`src/rtl/div_issue_ctrl.sv`:
```
// ---------------------------------------------------------------------------
// div_issue_ctrl
//   Execute-stage initiator for the iterative divider. Accepts a
//   DIV/DIVU/REM/REMU from the ex stage, latches its operands, holds the
//   divider start/operand interface for the whole operation, stalls the
//   pipeline while the divide runs and writes the result back. Handles
//   flush cancellation, divide-unit timeout and x0 destination suppression.
//
//   state  | meaning
//   -------+------------------------------------------------------------
//   IDLE   | waiting for a divide request (only state that accepts one)
//   BUSY   | divider running; start held, pipeline stalled, timeout armed
//   DONE   | one-cycle register-file write of the latched result
//
// Ports
//   clk, rst_n          clock, synchronous active-low reset
//   inst_valid_i        ex-stage instruction valid
//   is_div_i            instruction is DIV/DIVU/REM/REMU
//   funct3_i            divide op code
//   rs1_data_i          dividend
//   rs2_data_i          divisor
//   rd_addr_i           destination register
//   flush_i             pipeline flush
//   div_result_i        divider result
//   div_ready_i         divider done pulse
//   div_busy_i          divider busy
//   div_start_o         divider start, held through the operation
//   div_dividend_o      dividend to divider (0 outside BUSY)
//   div_divisor_o       divisor to divider (0 outside BUSY)
//   div_op_o            op to divider (0 outside BUSY)
//   hold_o              pipeline stall request
//   wb_we_o             register write enable
//   wb_addr_o           register write address
//   wb_data_o           register write data (0 when wb_we_o is low)
//   err_o               one-cycle timeout abort pulse
// ---------------------------------------------------------------------------
module div_issue_ctrl #(
  parameter int TIMEOUT_CYCLES = 40,
  parameter int CNT_WIDTH      = 6
) (
  input  logic        clk,
  input  logic        rst_n,
  input  logic        inst_valid_i,
  input  logic        is_div_i,
  input  logic [2:0]  funct3_i,
  input  logic [31:0] rs1_data_i,
  input  logic [31:0] rs2_data_i,
  input  logic [4:0]  rd_addr_i,
  input  logic        flush_i,
  input  logic [31:0] div_result_i,
  input  logic        div_ready_i,
  input  logic        div_busy_i,
  output logic        div_start_o,
  output logic [31:0] div_dividend_o,
  output logic [31:0] div_divisor_o,
  output logic [2:0]  div_op_o,
  output logic        hold_o,
  output logic        wb_we_o,
  output logic [4:0]  wb_addr_o,
  output logic [31:0] wb_data_o,
  output logic        err_o
);

  localparam logic [1:0] S_IDLE = 2'd0;
  localparam logic [1:0] S_BUSY = 2'd1;
  localparam logic [1:0] S_DONE = 2'd2;

  localparam logic [CNT_WIDTH-1:0] CNT_LAST = CNT_WIDTH'(TIMEOUT_CYCLES - 1);

  logic [1:0]           state_q;
  logic [31:0]          rs1_q;
  logic [31:0]          rs2_q;
  logic [2:0]           op_q;
  logic [4:0]           rd_q;
  logic [CNT_WIDTH-1:0] cnt_q;
  logic                 wb_we_q;
  logic [31:0]          wb_data_q;
  logic                 err_q;

  logic req;
  logic in_idle;
  logic in_busy;

  assign req = inst_valid_i & is_div_i & ~flush_i;

  // Combinational outputs are gated by rst_n so start/hold drop in the
  // reset cycle itself, not one cycle later.
  assign in_idle = rst_n & (state_q == S_IDLE);
  assign in_busy = rst_n & (state_q == S_BUSY);

  // Start drops in the ready cycle so the divider does not re-sample.
  assign div_start_o    = in_busy & ~div_ready_i & ~flush_i;
  assign div_dividend_o = in_busy ? rs1_q : 32'd0;
  assign div_divisor_o  = in_busy ? rs2_q : 32'd0;
  assign div_op_o       = in_busy ? op_q  : 3'd0;

  // A request stalls even when the divider is busy and nothing is latched.
  assign hold_o = (in_idle & req) | (in_busy & ~flush_i);

  assign wb_we_o   = wb_we_q;
  assign wb_data_o = wb_data_q;
  assign wb_addr_o = (state_q == S_DONE) ? rd_q : 5'd0;
  assign err_o     = err_q;

  always_ff @(posedge clk) begin
    if (!rst_n) begin
      state_q   <= S_IDLE;
      rs1_q     <= 32'd0;
      rs2_q     <= 32'd0;
      op_q      <= 3'd0;
      rd_q      <= 5'd0;
      cnt_q     <= '0;
      wb_we_q   <= 1'b0;
      wb_data_q <= 32'd0;
      err_q     <= 1'b0;
    end else begin
      err_q <= 1'b0;
      case (state_q)
        S_IDLE: begin
          if (req && !div_busy_i) begin
            rs1_q   <= rs1_data_i;
            rs2_q   <= rs2_data_i;
            op_q    <= funct3_i;
            rd_q    <= rd_addr_i;
            cnt_q   <= '0;
            state_q <= S_BUSY;
          end
        end
        S_BUSY: begin
          cnt_q <= cnt_q + 1'b1;
          if (flush_i) begin
            state_q <= S_IDLE;
          end else if (div_ready_i) begin
            // Write enable and data are registered here so they appear
            // during DONE; x0 destinations never raise the enable.
            wb_we_q   <= (rd_q != 5'd0);
            wb_data_q <= (rd_q != 5'd0) ? div_result_i : 32'd0;
            state_q   <= S_DONE;
          end else if (cnt_q == CNT_LAST) begin
            err_q   <= 1'b1;
            state_q <= S_IDLE;
          end
        end
        S_DONE: begin
          wb_we_q   <= 1'b0;
          wb_data_q <= 32'd0;
          state_q   <= S_IDLE;
        end
        default: begin
          state_q <= S_IDLE;
        end
      endcase
    end
  end

endmodule

```
`config.mk`:
```
export PLATFORM = sky130hd
export DESIGN_NAME = div_issue_ctrl
export DESIGN_NICKNAME = d
export VERILOG_FILES = /design/src/rtl/div_issue_ctrl.sv
export SDC_FILE = /design/constraint.sdc
export NUM_CORES = 1
export LEC_CHECK = 0
export CAP_MARGIN = 10
export CORE_MARGIN = 1
export CORE_UTILIZATION = 30
export CTS_CLUSTER_SIZE = 28
export DETAILED_ROUTE_END_ITERATION = 16
export PLACE_DENSITY = 0.6
export SYNTH_ARGS = -nofsm -noshare
export SYNTH_HDL_FRONTEND = slang
export SYNTH_SLANG_ARGS = --single-unit
export TNS_END_PERCENT = 30
```
`constraint.sdc`:
```
create_clock -name clk -period 1.7 [get_ports clk]
set_input_delay 0.34 -clock clk [delete_from_list [all_inputs] [get_ports clk]]
set_output_delay 0.34 -clock clk [all_outputs]
set_load 0.02 [all_outputs]
```
# Word level (Yosys, flattened, before mapping)
# Index checks and enable logic that the tools add are counted.
# totals
register_bits	114
output_inout_bits	108
input_bits	111
wordCells	60
# op_classes
addsub	1
n_reduce_logical	11
n_bitwise	13
mux	19
eq_ne	7
# op_table
operator	n
2-to-1 mux 32 bit	5
case mux 32 bit (2 select lines)	1
case mux 6 bit (2 select lines)	1
bitwise AND 1 bit	8
2-to-1 mux 2 bit	4
adder 6 x 1 -> 6 bit (second input constant)	1
== test 6 bit (second input constant)	1
2-to-1 mux 6 bit	1
AND reduction 2 bit	3
2-to-1 mux 5 bit	1
nonzero test 5 bit	1
inequality test 2 bit (second input constant)	2
inequality test 4 x 3 -> 1 bit (second input constant)	1
NOT 1 bit	4
case mux 2 bit (2 select lines)	1
nonzero test 2 bit	2
OR reduction 4 bit	1
2-to-1 mux 1 bit	3
2-to-1 mux 3 bit	1
AND reduction 3 bit	1
== test 2 x 1 -> 1 bit (second input constant)	1
== test 2 bit (second input constant)	1
logical NOT 2 bit	1
inequality test 2 x 1 -> 1 bit (second input constant)	1
other kinds (4)	4

# Depth between registers and ports, before layout
# logic_depth
ltp_word	5
depth_mapped	6
mapped_depth_nobuf	4

# Worst setup path before layout
# OpenSTA, ideal clock, no wires.
# synth_path
path_type	register to output
startpoint	register state_q[1]
endpoint	output hold_o
t_arrival_ns	1.404
path_buffers	3
path_stages_with_launch	6
setup_slack_ns	-0.044
required_time_ns	1.360
cell_sequence	dfxtp_1 -> or2_1 -> buf_6 -> buf_6 -> buf_6 -> nor3_1
# synth_between
elab_chain_len	4
word_cells_on_any_way	7
cone_classes	eq/ne (1); bitwise (5); reduce/logical (1)
# synth_lines
item	line	text
start: declaration	70	logic [1:0] state_q;
start signal: assignment	107	state_q <= S_IDLE;
start signal: assignment	126	state_q <= S_BUSY;
start signal: assignment	132	state_q <= S_IDLE;
== test 2 x 1 -> 1 bit / logical NOT 2 bit (equally long branches)	89, 88	
bitwise AND 1 bit (on tied branches)	89, 88	
bitwise AND 1 bit	98	assign hold_o = (in_idle & req) | (in_busy & ~flush_i);
bitwise OR 1 bit (*)	98	
end: declaration	57	output logic hold_o,
# Mark *: on every way between the ends. The rest lies on a longest branch, timed or not.

# Worst setup path in the final report
# layout_path
startpoint	register state_q[1]
endpoint	output div_divisor_o[13]
# layout_between
elab_chain_len	3
# layout_lines
item	line	text
== test 2 x 1 -> 1 bit	89	assign in_busy = rst_n & (state_q == S_BUSY);
bitwise AND 1 bit	89	
2-to-1 mux 32 bit	94	assign div_divisor_o = in_busy ? rs2_q : 32'd0;
end: declaration	55	output logic [31:0] div_divisor_o,
# Every way passes these cells.

==> flow_metrics.py <==
metrics = {
    "power": {
        "powerDensity_nw_per_um2": 858,
        "power_uw": 7040,
        "irDropWorstVdd_v": 0.000631,
        "leakage_uw": 0.00360,
    },
    "logic_synthesis": {
        "synth_adder_area_share": 0.00261,
        "synth_compound_gate_area_share": 0.238,
        "yosysWarnings": 0,
        "synth-async-reset-ratio": 0,
        "yosys.area.top_type": "dfxtp_1",
        "synth_area_leaders": "dfxtp_1 (48%), and3_1 (8.9%), a21oi_1 (8.0%)",
        "synth_edf_count": 0,
        "synth_simple_gate_area_share": 0.211,
        "ys_seq_area_frac": 0.475,
        "synth_top_family_by_area": "compound AO/OA/AOI/OAI gates",
        "syn_nets": 665,
        "yosysUniqueCellTypes": 38,
        "ys_ff_latch": 114,
        "ys_dominant_reg_cell": "dfxtp_1",
        "synth_common_cells": "dfxtp_1 (114), a21oi_1 (77), nand3_1 (76)",
        "synth.top_cell.area_share": 0.475,
        "synth_area_per_cell_um2": 8.68,
        "syn_area_um2": 4800,
        "synth_xor_area_frac": 0,
        "netlist_instances": 553,
        "synth.most_common_cell": "dfxtp_1",
        "synthMuxAreaShare": 0,
    },
    "cts": {
        "clk_pin_slew_ns": 0.05,
        "htree_num_levels": 4,
        "cts_tree": "yes",
        "clk_path_buf_depth": 2,
        "cts-root-buf": "clkbuf_16",
        "cts_buffers": 17,
        "cts_hold_buffers": 0,
        "insertion_delay_ns": 0.40,
        "cts.sinks": 114,
    },
    "global_route": {
        "grt_pass1_vias": 4877,
        "grt_pass1_wl_mm": 24.5,
        "track_usage": 0.190,
        "grt_max_degree": 80,
        "antenna_found_initial": 0,
        "gr-total-overflow": 0,
    },
    "worst_setup_path": {
        "crit_cells": 5,
        "worstPathCellList": "nor2b_4 > buf_8 > buf_12 > and3_1 > buf_4",
        "endpoint_kind": "output pin",
        "startpoint_type": "register",
        "critPathRequiredTime_ns": 1.36,
        "r2r_setup_slack_ns": 0.15,
        "cp_num_buf_inv": 3,
        "cp_slowest_cell": "dfxtp_2",
        "reg2regPathDepth": 6,
        "critPathMaxStageDelay_ns": 0.35,
        "cp_max_fo": 12,
        "arrival_ns": 1.50,
        "critical_path_class": "register to output pin",
        "critical_path.top_delay_family": "buffers and inverters",
    },
    "floorplan": {
        "die_width_um": 128,
        "ioPinCount": 219,
        "coreArea_um2": 15400,
        "dieArea_um2": 16500,
        "row_count": 45,
        "start_util": 0.311,
        "die_h_um": 128,
    },
    "drt": {
        "drtIter0Drc": 233,
        "avgRoutedWirePerCell_um": 16.4,
        "drt-vias-per-instance": 5.11,
        "routed-via-count": 5033,
        "routed_wl_mm": 16.1,
        "drt_pass1_iterations": 4,
        "route.detailed.drc": 0,
        "ant_nets": 0,
    },
    "final_layout": {
        "antenna_cells": 0,
        "layout.nets": 873,
        "fill_cells": 1436,
        "finalNonFillerCells": 985,
        "area_growth_pct": 70.9,
        "drive_above_1_share": 0.217,
    },
    "sta": {
        "setup_ws_ns": -0.144,
        "fin_crit_ns": 1.84,
        "relSlewSlack": 0.676,
        "drv_slew": 0,
        "hold_viol": 0,
        "rsz0062_at_grt": "yes",
        "max_freq_mhz": 542,
        "fin_skew_ns": 0.00673,
        "setup_viol": 73,
        "timing.final.crit_share": 1.08,
        "worstMarginPinSlew_ns": 0.483,
    },
    "worst_hold_path": {
        "min_path_cells": 1,
        "min_path_type": "register to register",
    },
    "place": {
        "hpwlAfterDp_mm": 10.6,
        "port_buffers": 218,
        "gp_congestion": 0.739,
        "dp.cells": 947,
    },
    "run_status": {
        "violations": "setup timing",
        "status": "finished with violations",
    },
    "flow_run": {
        "cap_violations": 0,
    },
}
cells by family (layout without fill, tap and decap cells):
family / count (synthesis) / in the layout
AND/OR/NAND/NOR: 178 / 178
flip-flops: 114 / 114
AO/OA/AOI/OAI: 195 / 195
buffers and inverters: 65 / 286
adder cells (fa/ha/maj): 1 / 1
per-stage QoR:
stage / util / cell area, um^2 / worst slack, ns / TNS, ns / hold WS, ns
floorplan: - / 4800 / 0.134 / 0 / 0.443
global placement: 0.476 / 7340 / -0.394 / -28.21 / 0.455
detailed placement: 0.476 / 7340 / -0.378 / -31.10 / 0.456
CTS: 0.523 / 8070 / -0.176 / -9.62 / 0.469
global route: 0.532 / 8200 / -0.211 / -13.45 / 0.483
finish: 0.532 / 8200 / -0.144 / -8.26 / 0.466
worst reg2reg max path, cell delays in order, from the launching register on:
cell and delay (ns):
dfxtp_2 0.32, buf_4 0.15, buf_4 0.14, and4bb_2 0.33
buf_12 0.25, nand3_1 0.16, a21oi_1 0.14
area by class of cell:
| class | count | area [um^2] | share of cell area |
|---|---|---|---|
| Inverter | 1 | 3.75 | 0.000458 |
| Tap cell | 211 | 264 | 0.0322 |
| Sequential cell | 114 | 2280 | 0.279 |
| Clock inverter | 15 | 191 | 0.0233 |
| Timing Repair Buffer | 253 | 2740 | 0.334 |
| Multi-Input combinational cell | 374 | 2290 | 0.279 |
| Clock buffer | 17 | 425 | 0.0519 |
cell usage in the layout (no fill, tap or decap), drive strengths merged, types with 2 or more instances in the layout:
master and instances:
nor3 4, nor2 5, nand4bb 2, clkbuf 18, nor2b 2, o31ai 2
o211ai 3, o21ai 73, clkinv 9, dlymetal6s2s 18, clkinvlp 2, nand3 76
clkdlybuf4s50 112, bufinv 4, nand2b 4, a22o 32, clkdlybuf4s15 4, a211oi 2
nand2 5, and2 5, dlygate4sd2 13, dfxtp 114, a21oi 77, and3 68
buf 105
registers in the layout (all words and copies together), names as in the netlist:
name	cells
rs1_q	32
rs2_q	32
wb_data_o	32
cnt_q	6
rd_q	5
op_q	3
state_q	2
err_o	1
wb_we_o	1
path summary, 6_finish.rpt:
path	startpoint	endpoint
setup / recovery	state_q[1]	div_divisor_o[13]
hold / removal	wb_data_o[18]	wb_data_o[18]
setup reg to reg	state_q[0]	rs2_q[30]
hold reg to reg	wb_data_o[18]	wb_data_o[18]
what timing repair did:
item                                    in CTS  in global routing
pin swaps                                    3                  0
buffers inserted                             2                  2
endpoints found under the setup margin      87                 92
gates cloned                                 1                  1
resized for setup                          431                 28
metal layers:
metal	track usage	wire, um	share of wire
met5	0	0	0
met4	0.0754	214	0.013
met3	0.0503	1100	0.068
met2	0.315	7580	0.47
met1	0.234	7240	0.45
power by group:
group / leakage, uW / switching (uW) / internal [uW] / total (uW)
logic: 0.00237 / 280 / 347 / 627
clock network: 0.000302 / 1240 / 2440 / 3680
registers: 0.000922 / 18.2 / 2710 / 2730
total: 0.00360 / 1540 / 5500 / 7040
Power figures use the tool's default switching activity.
